**config.mk**
```make
export PLATFORM = sky130hd
export DESIGN_NAME = calc_param
export DESIGN_NICKNAME = d
export VERILOG_FILES = /design/src/rtl/calc_pkg.sv /design/src/rtl/calc_disp_ser.sv /design/src/rtl/calc_param.sv
export SDC_FILE = /design/constraint.sdc
export NUM_CORES = 2
export LEC_CHECK = 0
export ABC_AREA = 1
export CAP_MARGIN = 10
export CORE_UTILIZATION = 43
export DETAILED_ROUTE_END_ITERATION = 7
export PLACE_DENSITY = 0.68
export RECOVER_POWER = 100
export SETUP_SLACK_MARGIN = 0.5
export SYNTH_ARGS = -nofsm -noshare
export SYNTH_HDL_FRONTEND = slang
export SYNTH_SLANG_ARGS = --single-unit
export TNS_END_PERCENT = 100
```
**constraint.sdc**
```tcl
create_clock -name clock -period 9.5 [get_ports clock]
set_input_delay 1.425 -clock clock [delete_from_list [all_inputs] [get_ports clock]]
set_output_delay 1.425 -clock clock [all_outputs]
set_load 0.02 [all_outputs]
```
**src/rtl/calc_pkg.sv**
```systemverilog
// Shared definitions for the keypad calculator: command codes, operator,
// status and FSM state encodings, plus a power-of-ten helper for limit constants.
package calc_pkg;

   localparam logic [3:0] CMD_ADD  = 4'd10;
   localparam logic [3:0] CMD_SUB  = 4'd11;
   localparam logic [3:0] CMD_MUL  = 4'd12;
   localparam logic [3:0] CMD_DIV  = 4'd13;
   localparam logic [3:0] CMD_EQ   = 4'd14;
   localparam logic [3:0] CMD_BKSP = 4'd15;

   typedef enum logic [2:0] {OP_NONE, OP_ADD, OP_SUB, OP_MUL, OP_DIV} op_t;

   typedef enum logic [1:0] {
      STAT_ERROR = 2'b00,
      STAT_BUSY  = 2'b01,
      STAT_READY = 2'b10
   } status_t;

   typedef enum logic [2:0] {S_ENTER_A, S_ENTER_B, S_COMPUTE, S_REFRESH, S_ERROR} state_t;

   function automatic logic [63:0] pow10(input int n);
      logic [63:0] p;
      p = 64'd1;
      for (int i = 0; i < n; i++) p = p * 64'd10;
      return p;
   endfunction

   function automatic op_t cmd_to_op(input logic [3:0] c);
      case (c)
         CMD_ADD: return OP_ADD;
         CMD_SUB: return OP_SUB;
         CMD_MUL: return OP_MUL;
         CMD_DIV: return OP_DIV;
         default: return OP_NONE;
      endcase
   endfunction

endpackage

```
**src/rtl/calc_disp_ser.sv**
```systemverilog
// Display serialiser: on load, emits NDIG decimal digits of value (LSD first),
// or 4'hE at every position when err is set, one per cycle; done marks the last.
module calc_disp_ser
   import calc_pkg::*;
#(
   parameter int NDIG = 8,
   parameter int W    = 27,
   parameter int PW   = 4
) (
   input  logic          clock,
   input  logic          reset,
   input  logic          load,
   input  logic [W-1:0]  value,
   input  logic          err,
   output logic [3:0]    data,
   output logic [PW-1:0] pos,
   output logic          data_valid,
   output logic          done
);

   localparam logic [PW-1:0] LAST = PW'(NDIG - 1);
   localparam logic [W-1:0]  TEN  = W'(10);

   logic [W-1:0] shreg;
   logic         err_q;

   always_ff @(posedge clock or posedge reset) begin
      if (reset) begin
         data       <= '0;
         pos        <= '0;
         data_valid <= 1'b0;
         shreg      <= '0;
         err_q      <= 1'b0;
      end else if (load) begin
         err_q      <= err;
         data       <= err ? 4'hE : 4'(value % TEN);
         pos        <= '0;
         data_valid <= 1'b1;
         shreg      <= value / TEN;
      end else if (data_valid) begin
         if (pos == LAST) begin
            data_valid <= 1'b0;
            pos        <= '0;
            data       <= '0;
         end else begin
            pos   <= pos + PW'(1);
            data  <= err_q ? 4'hE : 4'(shreg % TEN);
            shreg <= shreg / TEN;
         end
      end
   end

   assign done = data_valid && (pos == LAST);

endmodule

```
**src/rtl/calc_param.sv**
```systemverilog
// Calculator core: keypad entry of operands A/B, one-cycle add/sub, W-cycle
// shift-add multiply and restoring divide, and a serialised display refresh.
module calc_param
   import calc_pkg::*;
#(
   parameter int NDIG = 8,
   parameter int W    = 27,
   parameter int PW   = 4
) (
   input  logic          clock,
   input  logic          reset,
   input  logic [3:0]    cmd,
   input  logic          cmd_valid,
   output logic [1:0]    status,
   output logic [3:0]    data,
   output logic [PW-1:0] pos,
   output logic          data_valid,
   output logic          neg
);

   localparam logic [W-1:0] MAX = W'(pow10(NDIG) - 64'd1);
   localparam logic [W-1:0] LIM = W'(pow10(NDIG - 1));
   localparam logic [W-1:0] TEN = W'(10);
   localparam int           CW  = $clog2(W + 1);

   state_t          state, state_n, ret_state, show_ret;
   op_t             op, op_n;
   logic [W-1:0]    a, a_n, b, b_n, disp_val, show_val;
   logic            neg_n, fresh, fresh_n, b_typed, btyped_n, err_flag, load_q;
   logic            show, show_err, done;
   logic [CW-1:0]   cnt, cnt_n;
   logic [2*W-1:0]  acc, acc_n, mcand, mcand_n, mul_acc;
   logic [W-1:0]    mplier, mplier_n, rem, rem_n, quo, quo_n, div_q;
   logic [W-1:0]    cur, base, bksp_val;
   logic [W+3:0]    app;
   logic [W:0]      sum, rem_sh;
   logic            div_ge, take, is_digit, is_op;

   assign cur      = (state == S_ENTER_A) ? a : b;
   // A fresh result is replaced, not extended, by the next digit
   assign base     = (state == S_ENTER_A && fresh) ? '0 : cur;
   assign app      = ({4'b0000, base} << 3) + ({4'b0000, base} << 1) + {{W{1'b0}}, cmd};
   assign bksp_val = cur / TEN;
   assign sum      = {1'b0, a} + {1'b0, b};
   assign rem_sh   = {rem, quo[W-1]};
   assign div_ge   = rem_sh >= {1'b0, b};
   assign div_q    = {quo[W-2:0], div_ge};
   assign mul_acc  = mplier[0] ? acc + mcand : acc;
   assign take     = cmd_valid && (state == S_ENTER_A || state == S_ENTER_B);
   assign is_digit = cmd <= 4'd9;
   assign is_op    = (cmd >= CMD_ADD) && (cmd <= CMD_DIV);

   assign status = (state == S_ENTER_A || state == S_ENTER_B) ? STAT_READY :
                   (state == S_ERROR) ? STAT_ERROR : STAT_BUSY;

   always_comb begin
      state_n  = state;
      a_n      = a;
      b_n      = b;
      op_n     = op;
      neg_n    = neg;
      fresh_n  = fresh;
      btyped_n = b_typed;
      cnt_n    = cnt;
      acc_n    = acc;
      mcand_n  = mcand;
      mplier_n = mplier;
      rem_n    = rem;
      quo_n    = quo;
      show     = 1'b0;
      show_val = '0;
      show_ret = S_ENTER_A;
      show_err = 1'b0;
      case (state)
         S_ENTER_A: if (take) begin
            if (is_digit) begin
               if (base < LIM) begin
                  a_n      = W'(app);
                  fresh_n  = 1'b0;
                  neg_n    = 1'b0;
                  show     = 1'b1;
                  show_val = W'(app);
               end
            end else if (cmd == CMD_BKSP) begin
               a_n      = bksp_val;
               show     = 1'b1;
               show_val = bksp_val;
            end else if (is_op) begin
               op_n     = cmd_to_op(cmd);
               b_n      = '0;
               neg_n    = 1'b0;
               fresh_n  = 1'b0;
               btyped_n = 1'b0;
               show     = 1'b1;
               show_ret = S_ENTER_B;
            end
         end
         S_ENTER_B: if (take) begin
            if (is_digit) begin
               if (base < LIM) begin
                  b_n      = W'(app);
                  btyped_n = 1'b1;
                  show     = 1'b1;
                  show_val = W'(app);
                  show_ret = S_ENTER_B;
               end
            end else if (cmd == CMD_BKSP) begin
               b_n      = bksp_val;
               btyped_n = 1'b1;
               show     = 1'b1;
               show_val = bksp_val;
               show_ret = S_ENTER_B;
            end else if (is_op) begin
               if (!b_typed) op_n = cmd_to_op(cmd);
            end else begin
               case (op)
                  OP_SUB: begin
                     fresh_n = 1'b1;
                     show    = 1'b1;
                     if (a < b) begin
                        a_n      = b - a;
                        neg_n    = 1'b1;
                        show_val = b - a;
                     end else begin
                        a_n      = a - b;
                        neg_n    = 1'b0;
                        show_val = a - b;
                     end
                  end
                  OP_MUL: begin
                     cnt_n    = '0;
                     acc_n    = '0;
                     mcand_n  = {{W{1'b0}}, a};
                     mplier_n = b;
                     state_n  = S_COMPUTE;
                  end
                  OP_DIV: begin
                     cnt_n   = '0;
                     rem_n   = '0;
                     quo_n   = a;
                     state_n = S_COMPUTE;
                  end
                  default: begin
                     show = 1'b1;
                     if (sum > {1'b0, MAX}) begin
                        show_err = 1'b1;
                        show_ret = S_ERROR;
                     end else begin
                        a_n      = W'(sum);
                        fresh_n  = 1'b1;
                        neg_n    = 1'b0;
                        show_val = W'(sum);
                     end
                  end
               endcase
            end
         end
         S_COMPUTE: begin
            cnt_n = cnt + CW'(1);
            if (op == OP_MUL) begin
               acc_n    = mul_acc;
               mcand_n  = mcand << 1;
               mplier_n = mplier >> 1;
            end else begin
               rem_n = div_ge ? rem_sh[W-1:0] - b : rem_sh[W-1:0];
               quo_n = div_q;
            end
            // Final iteration: commit the result or flag overflow / divide by zero
            if (cnt == CW'(W - 1)) begin
               show    = 1'b1;
               fresh_n = 1'b1;
               if ((op == OP_MUL && mul_acc > {{W{1'b0}}, MAX}) || (op != OP_MUL && b == '0)) begin
                  show_err = 1'b1;
                  show_ret = S_ERROR;
               end else if (op == OP_MUL) begin
                  a_n      = W'(mul_acc);
                  show_val = W'(mul_acc);
               end else begin
                  a_n      = div_q;
                  show_val = div_q;
               end
            end
         end
         S_REFRESH: if (done) state_n = ret_state;
         S_ERROR:   ;
         default:   state_n = S_ENTER_A;
      endcase
      if (show) state_n = S_REFRESH;
   end

   always_ff @(posedge clock or posedge reset) begin
      if (reset) state <= S_ENTER_A;
      else       state <= state_n;
   end

   always_ff @(posedge clock or posedge reset) begin
      if (reset) begin
         a         <= '0;
         b         <= '0;
         op        <= OP_NONE;
         neg       <= 1'b0;
         fresh     <= 1'b0;
         b_typed   <= 1'b0;
         cnt       <= '0;
         acc       <= '0;
         mcand     <= '0;
         mplier    <= '0;
         rem       <= '0;
         quo       <= '0;
         disp_val  <= '0;
         err_flag  <= 1'b0;
         ret_state <= S_ENTER_A;
         load_q    <= 1'b0;
      end else begin
         a       <= a_n;
         b       <= b_n;
         op      <= op_n;
         neg     <= neg_n;
         fresh   <= fresh_n;
         b_typed <= btyped_n;
         cnt     <= cnt_n;
         acc     <= acc_n;
         mcand   <= mcand_n;
         mplier  <= mplier_n;
         rem     <= rem_n;
         quo     <= quo_n;
         load_q  <= show;
         if (show) begin
            disp_val  <= show_val;
            err_flag  <= show_err;
            ret_state <= show_ret;
         end
      end
   end

   calc_disp_ser #(.NDIG(NDIG), .W(W), .PW(PW)) u_disp (
      .clock      (clock),
      .reset      (reset),
      .load       (load_q),
      .value      (disp_val),
      .err        (err_flag),
      .data       (data),
      .pos        (pos),
      .data_valid (data_valid),
      .done       (done)
   );

endmodule

```
==> impl_metrics.tcl <==
set metrics [dict create \
    fp.dieW_um 277 \
    cpMaxStageDelayCell "dfrtp_1" \
    max_freq_ghz 0.102 \
    reg2reg_depth 108 \
    ys_ff_latch 322 \
    yosysWarnings 0 \
    finClkSkew_ns 0.0346 \
    grt.overflow.total 0 \
    area_growth_pct 25.1 \
    drt_iter0_markers 3129 \
    finalWirelength_mm 120 \
    fin_crit_sh_pct 103 \
    worst-r2r-setup-slack_ns -0.30 \
    hold_viol 0 \
    violations "setup timing" \
    setup_viol 10 \
    pin_count 19 \
    dr.pass1.iters 6 \
    required_ns 10.03 \
    rows 100 \
    drc 0 \
    critPathMostFrequentCell "nand2_4" \
    syn_area_mm2 0.0325 \
    hold_start "ret_state[2]" \
    status "complete, but fails checks" \
    synthFlopType "dfrtp_1" \
    clock_latency_ns 0.61 \
    grt_usage_pct 29.5 \
    viasPerCell 5.71 \
    numPortBuffers 18 \
    critPathCaptureType "flop" \
    cts_buffers 42 \
    antenna_found_initial 5 \
    holdCritPathClass "flop to flop" \
    drive_above_1_share_pct 24.2 \
    grt_setup_unrepaired "true" \
    path_clk_slew_ns 0.06 \
    synth_edf_count 0 \
    path_class "flop to flop" \
    num_vias 36100 \
    cts-root-buf "clkbuf_16" \
    fin_nets 5554 \
    synth-async-reset-ratio_pct 100 \
    reg2reg_from "disp_val[24]" \
    coreArea_mm2 0.0747 \
    synth_cell_types 68 \
    setup_ws_ns -0.299 \
    final_max_slew_viol_count 0 \
    cap_violations 0 \
    synth.avg_cell_area_um2 6.40 \
    period_needed_ns 9.80 \
    relSlewSlack_pct 14.1 \
    cpPeakStageDelay_ns 0.42 \
    ant_nets 0 \
    routabilityCongestion 1.03 \
    syn-num-nets 5316 \
    start_util_pct 43.6 \
    tightest_slew_ns 1.27 \
    r2r-end "u_disp.shreg[0]" \
    grt_pass1_vias 33600 \
    grt_pass1_wl_mm 182 \
    grt_start_max_net_pins 167 \
    clockBufferDepth 3 \
    cts_tree "yes" \
    worstPathArrival_ns 10.33 \
    htreeDepth 2 \
    yosysSeqAreaShare_pct 24.8 \
    die_area_mm2 0.0768 \
    holdWs_ns 0.487 \
    dp_hpwl_mm 84.4 \
    startpoint_type "flop" \
    hold_path_end "ret_state[2]" \
    cp_max_fo 6 \
    syn_inst 5087 \
    hold_depth 2 \
    wl_per_cell_um 19.0 \
    cts_sinks 322 \
    die_y_um 277 \
]
-- area by class of cell --
| type | instances | area, um^2 |
|---|---|---|
| Inverter | 748 | 2860 |
| Timing Repair Buffer | 363 | 2930 |
| Clock inverter | 20 | 221 |
| Clock buffer | 56 | 1180 |
| Tap cell | 969 | 1210 |
| Antenna cell | 1 | 2.50 |
| Multi-Input combinational cell | 3848 | 24200 |
| Fill cell | 7071 | 34000 |
| Sequential cell | 322 | 8060 |
-- critical path: cells and delay by family (launching register included) --
family / cells / cell delay (ns)
and+or+nand+nor: 85 / 6.97
buffers and inverters: 17 / 1.45
xor gates and xnor gates: 3 / 0.52
DFF: 1 / 0.42
AOI/OAI and AO/OA: 2 / 0.23
adders and majority gates: 1 / 0.14
-- cell usage after synthesis (all sizes together), types with 5 or more instances --
master   count  area (um^2)
o211ai      68          515
o21bai      23          173
nand3      524         2700
o2111ai      9         78.8
a21boi       5         37.5
a221oi      11         96.3
a31oi       33          206
a21oi      315         1590
clkinv       9         37.5
nand4       46          288
clkbuf     141          557
a22oi       13         97.6
ha         215         2690
nor3        45          225
o22ai       79          494
nor2       247          953
dfrtp      322         8060
and2         5         31.3
or2         15         93.8
nand2     1409         5670
nand3b       8         60.1
buf         28          188
xnor2       34          298
o31ai       11         82.6
a32o        17          170
a21o        17          129
inv        739         2780
o21ai      515         2600
o221ai      14          123
o21a        11         82.6
nor4        11         68.8
xor2       107          937
fa           7          140
-- cell usage in the layout, fill, tap and decap left out, types with 12 or more instances in the layout --
cell type,netlist,final
o21ai_2,2,25
a21oi_2,4,14
o21ai_0,488,460
a21o_1,16,16
xnor2_1,34,34
inv_1,670,611
o21ai_1,24,26
a22oi_1,13,12
clkdlybuf4s50_1,0,18
ha_1,215,211
inv_2,67,113
a31oi_1,33,33
inv_4,2,18
clkbuf_16,0,42
nand2_1,1286,946
a21oi_1,311,296
buf_6,8,24
o21bai_1,23,22
xor2_1,107,96
buf_4,3,313
nor2_1,242,219
nand2_2,108,280
nand3_2,15,103
or2_2,14,14
o22ai_1,79,78
nor3_1,45,37
nand2_4,15,179
a32o_1,17,17
nand4_1,46,46
o211ai_1,67,67
nor2_2,4,21
o221ai_1,14,14
nand3_4,0,50
nand3_1,509,371
dfrtp_1,322,318
-- sequential cells by signal, indices dropped and copies added (netlist names), 24 cells and up --
signal	cells
a	27
acc	54
b	27
disp_val	27
mcand	54
mplier	27
quo	27
rem	27
u_disp.shreg	24
-- metrics by stage --
step | util (%) | setup WS (ns) | area [um^2] | std cells | TNS [ns]
6_report | 54.5 | -0.299 | 40700 | 6327 | -1.37
2_1_floorplan | - | 0.550 | 32500 | 5087 | 0
3_5_place_dp | 46.4 | -0.543 | 34700 | 6092 | -3.04
4_1_cts | 50.9 | 0.104 | 38000 | 6266 | 0
3_3_place_gp | 46.4 | -0.163 | 34700 | 6092 | -0.401
5_1_grt | 54.5 | -1.15 | 40700 | 6326 | -10.58
-- worst max-delay path by stage --
stage	start	to	slack, ns	cells past startpoint
2_1_floorplan	disp_val[24]	u_disp.shreg[0]	0.55	103
3_3_place_gp	disp_val[24]	u_disp.data[1]	-0.16	102
3_5_place_dp	disp_val[24]	u_disp.shreg[0]	-0.54	107
4_1_cts	state[1]	disp_val[0]	0.10	102
5_1_grt	disp_val[24]	u_disp.shreg[0]	-1.15	106
6_report	disp_val[24]	u_disp.shreg[0]	-0.30	108
-- layer usage --
metal  wire, um  GRT usage (%)
met4       6570           14.8
met2      54900           47.9
met3       9500           4.90
met5         35              0
met1      49300           37.8
-- timing repair --
action,in CTS,in global routing
gates cloned,0,0
setup endpoints to repair,16,63
hold buffers,0,0
buffers inserted,98,59
resized for setup,385,560
pin swaps,193,252
-- cells by family (layout without fill, tap and decap cells) --
group,count (synthesis),in the layout,share of synthesized area (%)
XOR/XNOR,141,141,3.80
AND/OR/NAND/NOR,2314,2314,31.1
adder cells (fa/ha/maj),222,222,8.70
buffers and inverters,917,1187,10.9
multiplexers,2,2,0.0615
AO/OA/AOI/OAI,1169,1169,20.6
other,0,1,0
flip-flops,322,322,24.8
Power is left out: the tool's default activity adds up to more than one toggle a clock period on the data nets, which glitch-free logic cannot reach.
